===== config.mk =====
export PLATFORM = sky130hd
export DESIGN_NAME = uart_reg_bridge
export DESIGN_NICKNAME = d
export VERILOG_FILES = /design/src/rtl/uart_reg_bridge.sv
export SDC_FILE = /design/constraint.sdc
export NUM_CORES = 1
export LEC_CHECK = 0
export BUFFER_PORTS_ARGS = -buffer_cell sky130_fd_sc_hd__buf_2
export CORE_ASPECT_RATIO = 2
export CORE_MARGIN = 4
export CORE_UTILIZATION = 45
export DETAILED_ROUTE_END_ITERATION = 16
export PLACE_DENSITY = 0.64
export SKIP_CTS_REPAIR_TIMING = 1
export SLEW_MARGIN = 5
export SYNTH_ARGS = -nofsm -noshare
export SYNTH_HDL_FRONTEND = slang
export SYNTH_SLANG_ARGS = --single-unit

===== constraint.sdc =====
create_clock -name clk_50m -period 3.1 [get_ports clk_50m]
set_input_delay 0.465 -clock clk_50m [delete_from_list [all_inputs] [get_ports clk_50m]]
set_output_delay 0.465 -clock clk_50m [all_outputs]
set_load 0.02 [all_outputs]

===== src/rtl/uart_reg_bridge.sv =====
`default_nettype none
// ============================================================================
// Module   : uart_reg_bridge
// Purpose  : Byte-framed UART command decoder driving an 8-bit register bus.
// Revision : 1.0  initial release
// ============================================================================
module uart_reg_bridge #(
  parameter int TIMEOUT_CYCLES = 5000000
) (
  input  logic       clk_50m,
  input  logic       rst_n,
  input  logic [7:0] rx_data,
  input  logic       rx_rdy,
  output logic       rx_rdy_clr,
  output logic [7:0] tx_data,
  output logic       tx_wr_en,
  input  logic       tx_busy,
  output logic [7:0] bus_addr,
  output logic [7:0] bus_wdata,
  output logic       bus_we,
  output logic       bus_re,
  input  logic [7:0] bus_rdata,
  output logic       frame_err
);

  localparam int                 c_CNT_W    = $clog2(TIMEOUT_CYCLES + 1);
  localparam logic [c_CNT_W-1:0] c_CNT_MAX  = c_CNT_W'(TIMEOUT_CYCLES);
  localparam logic [c_CNT_W-1:0] c_CNT_LAST = c_CNT_W'(TIMEOUT_CYCLES - 1);
  localparam logic [7:0]         c_CMD_WR   = 8'h57;
  localparam logic [7:0]         c_CMD_RD   = 8'h52;
  localparam logic [7:0]         c_ACK      = 8'h4B;
  localparam logic [7:0]         c_NAK      = 8'h3F;

  typedef enum logic [2:0] {
    IDLE      = 3'd0,
    GET_ADDR  = 3'd1,
    GET_DATA  = 3'd2,
    BUS_WR    = 3'd3,
    BUS_RD    = 3'd4,
    RD_WAIT   = 3'd5,
    SEND      = 3'd6,
    WAIT_BUSY = 3'd7
  } state_t;

  state_t             r_state, w_state_nxt;
  logic               r_is_write, w_is_write_nxt;
  logic [7:0]         r_bus_addr, w_bus_addr_nxt;
  logic [7:0]         r_bus_wdata, w_bus_wdata_nxt;
  logic [7:0]         r_tx_data, w_tx_data_nxt;
  logic               r_bus_we, w_bus_we_nxt;
  logic               r_bus_re, w_bus_re_nxt;
  logic               r_tx_wr_en, w_tx_wr_en_nxt;
  logic               r_rx_rdy_clr, w_rx_rdy_clr_nxt;
  logic               r_frame_err, w_frame_err_nxt;
  logic [1:0]         r_guard, w_guard_nxt;
  logic [c_CNT_W-1:0] r_cnt, w_cnt_nxt;

  logic w_in_frame;
  logic w_accept;
  logic w_timeout;

  assign w_in_frame = (r_state == GET_ADDR) || (r_state == GET_DATA);
  // The guard spans the two cycles in which the UART may still show the consumed byte.
  assign w_accept   = rx_rdy && (r_guard == 2'd0) && (w_in_frame || (r_state == IDLE));
  assign w_timeout  = w_in_frame && (r_cnt >= c_CNT_LAST);

  always_comb begin
    w_state_nxt      = r_state;
    w_is_write_nxt   = r_is_write;
    w_bus_addr_nxt   = r_bus_addr;
    w_bus_wdata_nxt  = r_bus_wdata;
    w_tx_data_nxt    = r_tx_data;
    w_bus_we_nxt     = 1'b0;
    w_bus_re_nxt     = 1'b0;
    w_tx_wr_en_nxt   = 1'b0;
    w_rx_rdy_clr_nxt = w_accept;
    w_frame_err_nxt  = 1'b0;
    w_guard_nxt      = (r_guard != 2'd0) ? r_guard - 2'd1 : 2'd0;
    w_cnt_nxt        = r_cnt;

    if (w_accept) begin
      w_guard_nxt = 2'd2;
    end

    if (w_accept || !w_in_frame) begin
      w_cnt_nxt = '0;
    end else if (r_cnt != c_CNT_MAX) begin
      w_cnt_nxt = r_cnt + 1'b1;
    end

    case (r_state)
      IDLE: begin
        if (w_accept) begin
          if ((rx_data == c_CMD_WR) || (rx_data == c_CMD_RD)) begin
            w_is_write_nxt = (rx_data == c_CMD_WR);
            w_state_nxt    = GET_ADDR;
          end else begin
            w_tx_data_nxt   = c_NAK;
            w_frame_err_nxt = 1'b1;
            w_state_nxt     = SEND;
          end
        end
      end
      GET_ADDR: begin
        if (w_accept) begin
          w_bus_addr_nxt = rx_data;
          if (r_is_write) begin
            w_state_nxt = GET_DATA;
          end else begin
            w_bus_re_nxt = 1'b1;
            w_state_nxt  = BUS_RD;
          end
        end else if (w_timeout) begin
          w_frame_err_nxt = 1'b1;
          w_state_nxt     = IDLE;
        end
      end
      GET_DATA: begin
        if (w_accept) begin
          w_bus_wdata_nxt = rx_data;
          w_bus_we_nxt    = 1'b1;
          w_state_nxt     = BUS_WR;
        end else if (w_timeout) begin
          w_frame_err_nxt = 1'b1;
          w_state_nxt     = IDLE;
        end
      end
      BUS_WR: begin
        w_tx_data_nxt = c_ACK;
        w_state_nxt   = SEND;
      end
      BUS_RD: begin
        w_state_nxt = RD_WAIT;
      end
      RD_WAIT: begin
        w_tx_data_nxt = bus_rdata;
        w_state_nxt   = SEND;
      end
      SEND: begin
        if (!tx_busy) begin
          w_tx_wr_en_nxt = 1'b1;
          w_state_nxt    = WAIT_BUSY;
        end
      end
      WAIT_BUSY: begin
        // Return only once the UART has acknowledged the byte by going busy.
        if (tx_busy) begin
          w_state_nxt = IDLE;
        end
      end
      default: begin
        w_state_nxt = IDLE;
      end
    endcase
  end

  always_ff @(posedge clk_50m or negedge rst_n) begin
    if (!rst_n) begin
      r_state      <= IDLE;
      r_is_write   <= 1'b0;
      r_bus_addr   <= 8'h00;
      r_bus_wdata  <= 8'h00;
      r_tx_data    <= 8'h00;
      r_bus_we     <= 1'b0;
      r_bus_re     <= 1'b0;
      r_tx_wr_en   <= 1'b0;
      r_rx_rdy_clr <= 1'b0;
      r_frame_err  <= 1'b0;
      r_guard      <= 2'd0;
      r_cnt        <= '0;
    end else begin
      r_state      <= w_state_nxt;
      r_is_write   <= w_is_write_nxt;
      r_bus_addr   <= w_bus_addr_nxt;
      r_bus_wdata  <= w_bus_wdata_nxt;
      r_tx_data    <= w_tx_data_nxt;
      r_bus_we     <= w_bus_we_nxt;
      r_bus_re     <= w_bus_re_nxt;
      r_tx_wr_en   <= w_tx_wr_en_nxt;
      r_rx_rdy_clr <= w_rx_rdy_clr_nxt;
      r_frame_err  <= w_frame_err_nxt;
      r_guard      <= w_guard_nxt;
      r_cnt        <= w_cnt_nxt;
    end
  end

  assign rx_rdy_clr = r_rx_rdy_clr;
  assign tx_data    = r_tx_data;
  assign tx_wr_en   = r_tx_wr_en;
  assign bus_addr   = r_bus_addr;
  assign bus_wdata  = r_bus_wdata;
  assign bus_we     = r_bus_we;
  assign bus_re     = r_bus_re;
  assign frame_err  = r_frame_err;

endmodule
`default_nettype wire


==> results of run 1 <==
[final cells by class]
class,instances,area [um2],area share (%)
Sequential cell,58,1450,41.1
Multi-Input combinational cell,202,1380,39.1
Clock buffer,14,274,7.77
Timing Repair Buffer,52,270,7.66
Tap cell,86,108,3.05
Inverter,9,33.8,0.958
Clock inverter,2,10.0,0.284
[metal layers]
metal | global-route usage [%] | part of all wire, % | up-vias
li1 | - | - | 1104
met1 | 19.6 | 37 | 1119
met2 | 33.0 | 56 | 51
met3 | 4.89 | 4.1 | 17
met4 | 11.7 | 3.0 | 0
met5 | 0 | 0 | -
[worst paths after layout]
| check | start | depth (start not counted) | slack (ps) | end |
|---|---|---|---|---|
| worst max-delay path | r_state[2]$_DFFE_PN0P_ | 5 | 1030 | tx_data[6]$_DFFE_PN0P_ |
| worst min-delay path | rst_n | 1 | 70 | r_cnt[16]$_DFFE_PN0P_ |
| worst max register to register | r_state[2]$_DFFE_PN0P_ | 5 | 1030 | tx_data[6]$_DFFE_PN0P_ |
| worst min register to register | bus_wdata[0]$_DFFE_PN0P_ | 1 | 500 | bus_wdata[0]$_DFFE_PN0P_ |
| max in group asynchronous | rst_n | 2 | 2160 | bus_wdata[4]$_DFFE_PN0P_ |
| min in group clk_50m | tx_busy | 2 | 380 | tx_wr_en$_DFF_PN0_ |
[cells by family (layout without fill, tap and decap cells)]
logic type / Yosys count / count (layout)
DFF: 58 / 58
muxes: 17 / 17
AOI/OAI and AO/OA: 48 / 48
and+or+nand+nor: 112 / 112
buffers and inverters: 18 / 77
xor gates and xnor gates: 23 / 23
adders and majority gates: 2 / 2
[state kept, by name (all words and copies together) (netlist names)]
name        cells
bus_re          1
tx_data         8
rx_rdy_clr      1
frame_err       1
bus_we          1
r_guard         2
bus_addr        8
r_state         3
r_cnt          23
bus_wdata       8
r_is_write      1
tx_wr_en        1
[power groups by stage]
stage	clock, mW	combinational (mW)	sequential, mW
finish	0.926	1.10	1.13
global route	0.981	1.22	1.16
CTS	0.952	1.12	1.13
detailed placement	0	1.11	1.14
global placement	0	1.10	1.14
floorplan	0	0.640	1.28
[stage by stage]
step                      hold WS [ps]  instances  util [%]  cell area, um2
after global placement             421        407      51.4            3240
after floorplan                    169        278         -            2910
final                             71.4        423      55.9            3530
after CTS                         76.8        423      55.9            3530
after global routing               108        423      55.9            3530
after detailed placement           428        407      51.4            3240
[Yosys cell counts (4+ instances only)]
master	n	area, um2
dfrtp_1	58	1450
nor2_1	40	150
mux2_2	16	180
nand2_1	16	60.1
xor2_1	16	140
nand3_1	13	65.1
a21oi_1	12	60.1
o21ai_0	9	45.0
inv_1	8	30.0
xnor2_1	7	61.3
o22ai_1	6	37.5
nand2b_1	5	31.3
nor3_1	5	25.0
and3_1	4	25.0
buf_2	4	20.0
nand4_1	4	25.0
nand4b_1	4	35.0
[worst max-delay path, cell delays in order, from the launching register on]
cell and delay [ps]:
dfrtp_1 640, nor2_1 550, o311ai_4 280, nand2_2 130, a21oi_1 70, a211o_1 290
==> flow_metrics.py, run 1 <==
metrics = {
    "critical_path": {
        "critPathArrivalTime_ps": 2280,
        "crit_fanout": 24,
        "setup.worst_path.class": "register to register",
        "critPathRequiredTime_ps": 3310,
        "cp-end-kind": "register",
        "worstSetupStartpointType": "register",
    },
    "power": {
        "combPwrFrac_pct": 34.9,
        "p_clk_share_pct": 29.3,
        "switching_power_mw": 1.16,
        "p_leak_nw": 1.63,
        "power.internal_mw": 2.01,
        "cellPowerDensity_nw_per_um2": 896,
        "ir_worst_vdd_v": 0.000539,
        "finalPower_mw": 3.16,
        "netSwitchingFraction_pct": 36.6,
        "pwr-share-seq_pct": 35.8,
    },
    "clock_network": {
        "root_buffer": "clkbuf_16",
        "cts_sinks": 58,
        "clockBufferDepth": 2,
        "clk_latency_ps": 320,
        "cts_inserted_buffers": 9,
        "htree_levels": 3,
        "cts_tree": "built",
        "clk_pin_slew_ps": 50,
    },
    "die": {
        "initial_utilization_pct": 46.1,
        "core_area_um2": 6310,
        "die_w_um": 64.9,
        "num_rows": 41,
        "ios": 49,
        "die_h_um": 122,
        "dieArea_um2": 7900,
    },
    "synth": {
        "synth.ff_latch_count": 58,
        "synth_compound_area_share_pct": 12.1,
        "syn_inst": 278,
        "synthMuxAreaShare_pct": 6.53,
        "synthArstFlopShare_pct": 100,
        "synth_top_family_by_area": "simple AND/OR/NAND/NOR gates",
        "syn-cell-area_um2": 2910,
        "yosysSeqAreaShare_pct": 49.8,
        "synth_xor_area_share_pct": 6.92,
        "synth_fa_ha_area_share_pct": 0.859,
        "yosysWarnings": 0,
        "synth_ff_type": "dfrtp_1",
        "synth-edff-count": 0,
        "syn_area_per_cell_um2": 10.5,
        "syn-num-nets": 300,
        "synth_cell_types": 52,
        "synthSimpleGateAreaFrac_pct": 21.0,
    },
    "sta": {
        "clock.fmax_mhz": 482,
        "worst_slack_ps": 1030,
        "rsz0062_at_grt": "no",
        "post-route-min-period_ps": 2070,
        "slew_headroom_pct": 52.8,
        "worst_slew_pin_slew_ps": 708,
        "hold_violations": 0,
        "slew_violations": 0,
        "setup_viol": 0,
        "skew_ps": 4.56,
        "tns_ps": 0,
        "finalCritPeriodShare_pct": 66.9,
    },
    "detailed_routing": {
        "drt_iter0_markers": 111,
        "antenna_left": 0,
        "drtPass1Iterations": 4,
        "wl_per_cell_um": 15.4,
        "vias": 2291,
        "remaining_drc_errors": 0,
        "wl_um": 6510,
        "vias_per_cell": 5.42,
    },
    "status": {
        "status": "finished, final reports clean",
    },
    "placement": {
        "io_buffers": 48,
        "hpwl_um": 4720,
        "dp_slack_ps": 1040,
        "gp_congestion": 0.815,
    },
    "final_layout": {
        "drive_above_1_share_pct": 28.5,
        "synthToLayoutAreaGrowth_pct": 21.1,
        "mostFrequentLayoutCell": "dfrtp_1",
        "n_antenna_cell": 0,
        "final_nets": 354,
        "layout_common_cells": "58 x dfrtp_1, 48 x buf_2, 40 x nor2_1",
        "n_fill_cell": 593,
    },
    "global_routing": {
        "grt_pass1_wl_um": 11400,
        "grt_overflow": 0,
        "grt_max_degree": 40,
        "grt_pass1_vias": 2453,
        "gr-usage-all-layers_pct": 18.9,
        "antenna_found_initial": 0,
    },
    "worst_hold_path": {
        "hp-class": "primary input to async pin",
    },
    "job": {
        "drv_cap": 0,
    },
}
No activity file was read; power rests on OpenSTA's default activity.
==> run 2: changes to the inputs <==
==> constraint.sdc (replaced) <==
create_clock -name clk_50m -period 2 [get_ports clk_50m]
set_input_delay 0.3 -clock clk_50m [delete_from_list [all_inputs] [get_ports clk_50m]]
set_output_delay 0.3 -clock clk_50m [all_outputs]
set_load 0.02 [all_outputs]
==> flow_metrics.py, run 2 (synthesis results as in run 1) <==
metrics = {
    "power": {
        "p_leak_nw": 1.67,
        "cellPowerDensity_nw_per_um2": 1380,
        "ir_worst_vdd_v": 0.00105,
        "finalPower_mw": 4.97,
    },
    "critical_path": {
        "cp_top_family": "simple AND/OR/NAND/NOR gates",
        "reg2reg_setup_slack_ps": 220,
        "worstSetupStartpointType": "register",
        "worst-path-buf-inv": 0,
        "critPathRequiredTime_ps": 2190,
        "cp-end-kind": "register",
        "slowest_delay_ps": 550,
        "crit_fanout": 5,
        "worst-r2r-cell-count": 5,
        "critical-path-slowest-cell": "or3b_2",
        "setup.worst_path.class": "register to register",
        "r2r_end": "r_state[2]$_DFFE_PN0P_",
        "worstReg2RegStart": "r_guard[1]$_DFF_PN0_",
        "crit_chain": "or3b_2 -> a32oi_1 -> nand3_1 -> o32ai_1 -> a21oi_1",
        "critPathArrivalTime_ps": 1970,
    },
    "final_layout": {
        "drive_above_1_share_pct": 30.1,
        "final_nets": 363,
        "synthToLayoutAreaGrowth_pct": 24.0,
        "regMostFlops": "r_cnt",
        "fin_cells": 432,
        "n_antenna_cell": 0,
        "multi_input_comb_area_um2": 1380,
        "layout_common_cells": "58 x dfrtp_1, 48 x buf_2, 40 x nor2_1",
        "mostFrequentLayoutCell": "dfrtp_1",
        "fin_util_pct": 57.2,
        "regArea_um2": 1450,
        "n_fill_cell": 591,
        "largest_reg_flops": 23,
    },
    "worst_hold_path": {
        "hp-class": "primary input to register",
        "min_from": "tx_busy",
        "min_path_cells": 2,
        "min_to": "tx_wr_en$_DFF_PN0_",
    },
    "sta": {
        "finalCritPeriodShare_pct": 89.0,
        "skew_ps": 4.65,
        "tns_ps": 0,
        "slew_violations": 0,
        "worst_slew_pin_slew_ps": 442,
        "slew_headroom_pct": 70.3,
        "clock.fmax_mhz": 562,
        "setup_viol": 0,
        "hold_violations": 0,
        "rsz0062_at_grt": "no",
        "post-route-min-period_ps": 1780,
    },
    "job": {
        "drv_cap": 0,
    },
    "die": {
        "core_area_um2": 6310,
        "dieArea_um2": 7900,
        "die_h_um": 122,
        "num_rows": 41,
        "initial_utilization_pct": 46.1,
        "ios": 49,
        "die_w_um": 64.9,
    },
    "global_routing": {
        "antenna_found_initial": 0,
        "grt_max_degree": 32,
        "grt_pass1_vias": 2344,
        "grt_overflow": 0,
        "grt_pass1_wl_um": 10700,
        "gr-usage-all-layers_pct": 18.0,
    },
    "detailed_routing": {
        "antenna_left": 0,
        "drtPass1Iterations": 4,
        "drt_iter0_markers": 84,
        "wl_um": 6600,
        "remaining_drc_errors": 0,
        "vias_per_cell": 5.27,
        "vias": 2278,
        "wl_per_cell_um": 15.3,
    },
    "clock_network": {
        "cts_sinks": 58,
        "clk_pin_slew_ps": 50,
        "cts_inserted_buffers": 9,
        "clk_latency_ps": 320,
        "root_buffer": "clkbuf_16",
        "cts_tree": "built",
        "clockBufferDepth": 2,
        "htree_levels": 3,
    },
    "status": {
        "status": "finished, final reports clean",
    },
    "placement": {
        "dp_cells": 415,
        "io_buffers": 48,
        "hpwl_um": 4930,
        "gp_congestion": 0.852,
    },
}
==> run 2: cell types whose count changed in the layout (fill, tap and decap cells not counted), sizes merged <==
cell,change
dlygate4sd3,+1
buf,+8
==> run 2: area by class of cell <==
| class | instances | share of cell area, % |
|---|---|---|
| sequential | 58 | 40.2 |
| multi-input combinational | 202 | 38.2 |
| timing repair buffer | 61 | 9.77 |
| clock buffer | 14 | 7.59 |
| tap | 86 | 2.98 |
| inverter | 9 | 0.936 |
| clock inverter | 2 | 0.277 |
==> run 2: worst reg2reg max path, delay by kind of cell, from the launching register on <==
kind | cells | cell delay, ps
DFF | 1 | 440
and+or+nand+nor | 2 | 660
AOI/OAI and AO/OA | 3 | 550
==> run 2: per-stage QoR <==
step           worst slack [ps]  area, um2  hold slack (ps)
5_1_grt                     115       3610              229
3_3_place_gp                265       3320              227
2_1_floorplan               373       2910             4.41
4_1_cts                     235       3600             -120
6_report                    221       3610              219
3_5_place_dp                242       3320              230
==> run 2: worst max-delay path by stage <==
stage / slack [ps] / cells after the start / startpoint / to
6_report: 220 / 5 / r_guard[1]$_DFF_PN0_ / r_state[2]$_DFFE_PN0P_
4_1_cts: 230 / 7 / r_cnt[0]$_DFFE_PN0P_ / r_cnt[22]$_DFFE_PN0P_
3_5_place_dp: 240 / 6 / rx_data[3] / tx_data[5]$_DFFE_PN0P_
5_1_grt: 110 / 7 / r_cnt[0]$_DFFE_PN0P_ / r_cnt[22]$_DFFE_PN0P_
2_1_floorplan: 370 / 6 / r_state[0]$_DFFE_PN0P_ / tx_data[6]$_DFFE_PN0P_
3_3_place_gp: 270 / 7 / r_cnt[0]$_DFFE_PN0P_ / r_cnt[22]$_DFFE_PN0P_
==> run 2: report_power, final <==
| group | switching [mW] | leakage (nW) | internal [mW] |
|---|---|---|---|
| registers | 0.225 | 0.756 | 1.48 |
| logic | 1.09 | 0.774 | 0.749 |
| clock network | 0.494 | 0.143 | 0.934 |
==> run 2: routing by layer <==
layer	vias to the layer above	wire length, um	track usage [%]
li1	1115	-	-
met3	18	224	4.24
met2	47	3760	32.8
met4	0	212	11.0
met1	1098	2390	17.9
met5	-	0	0
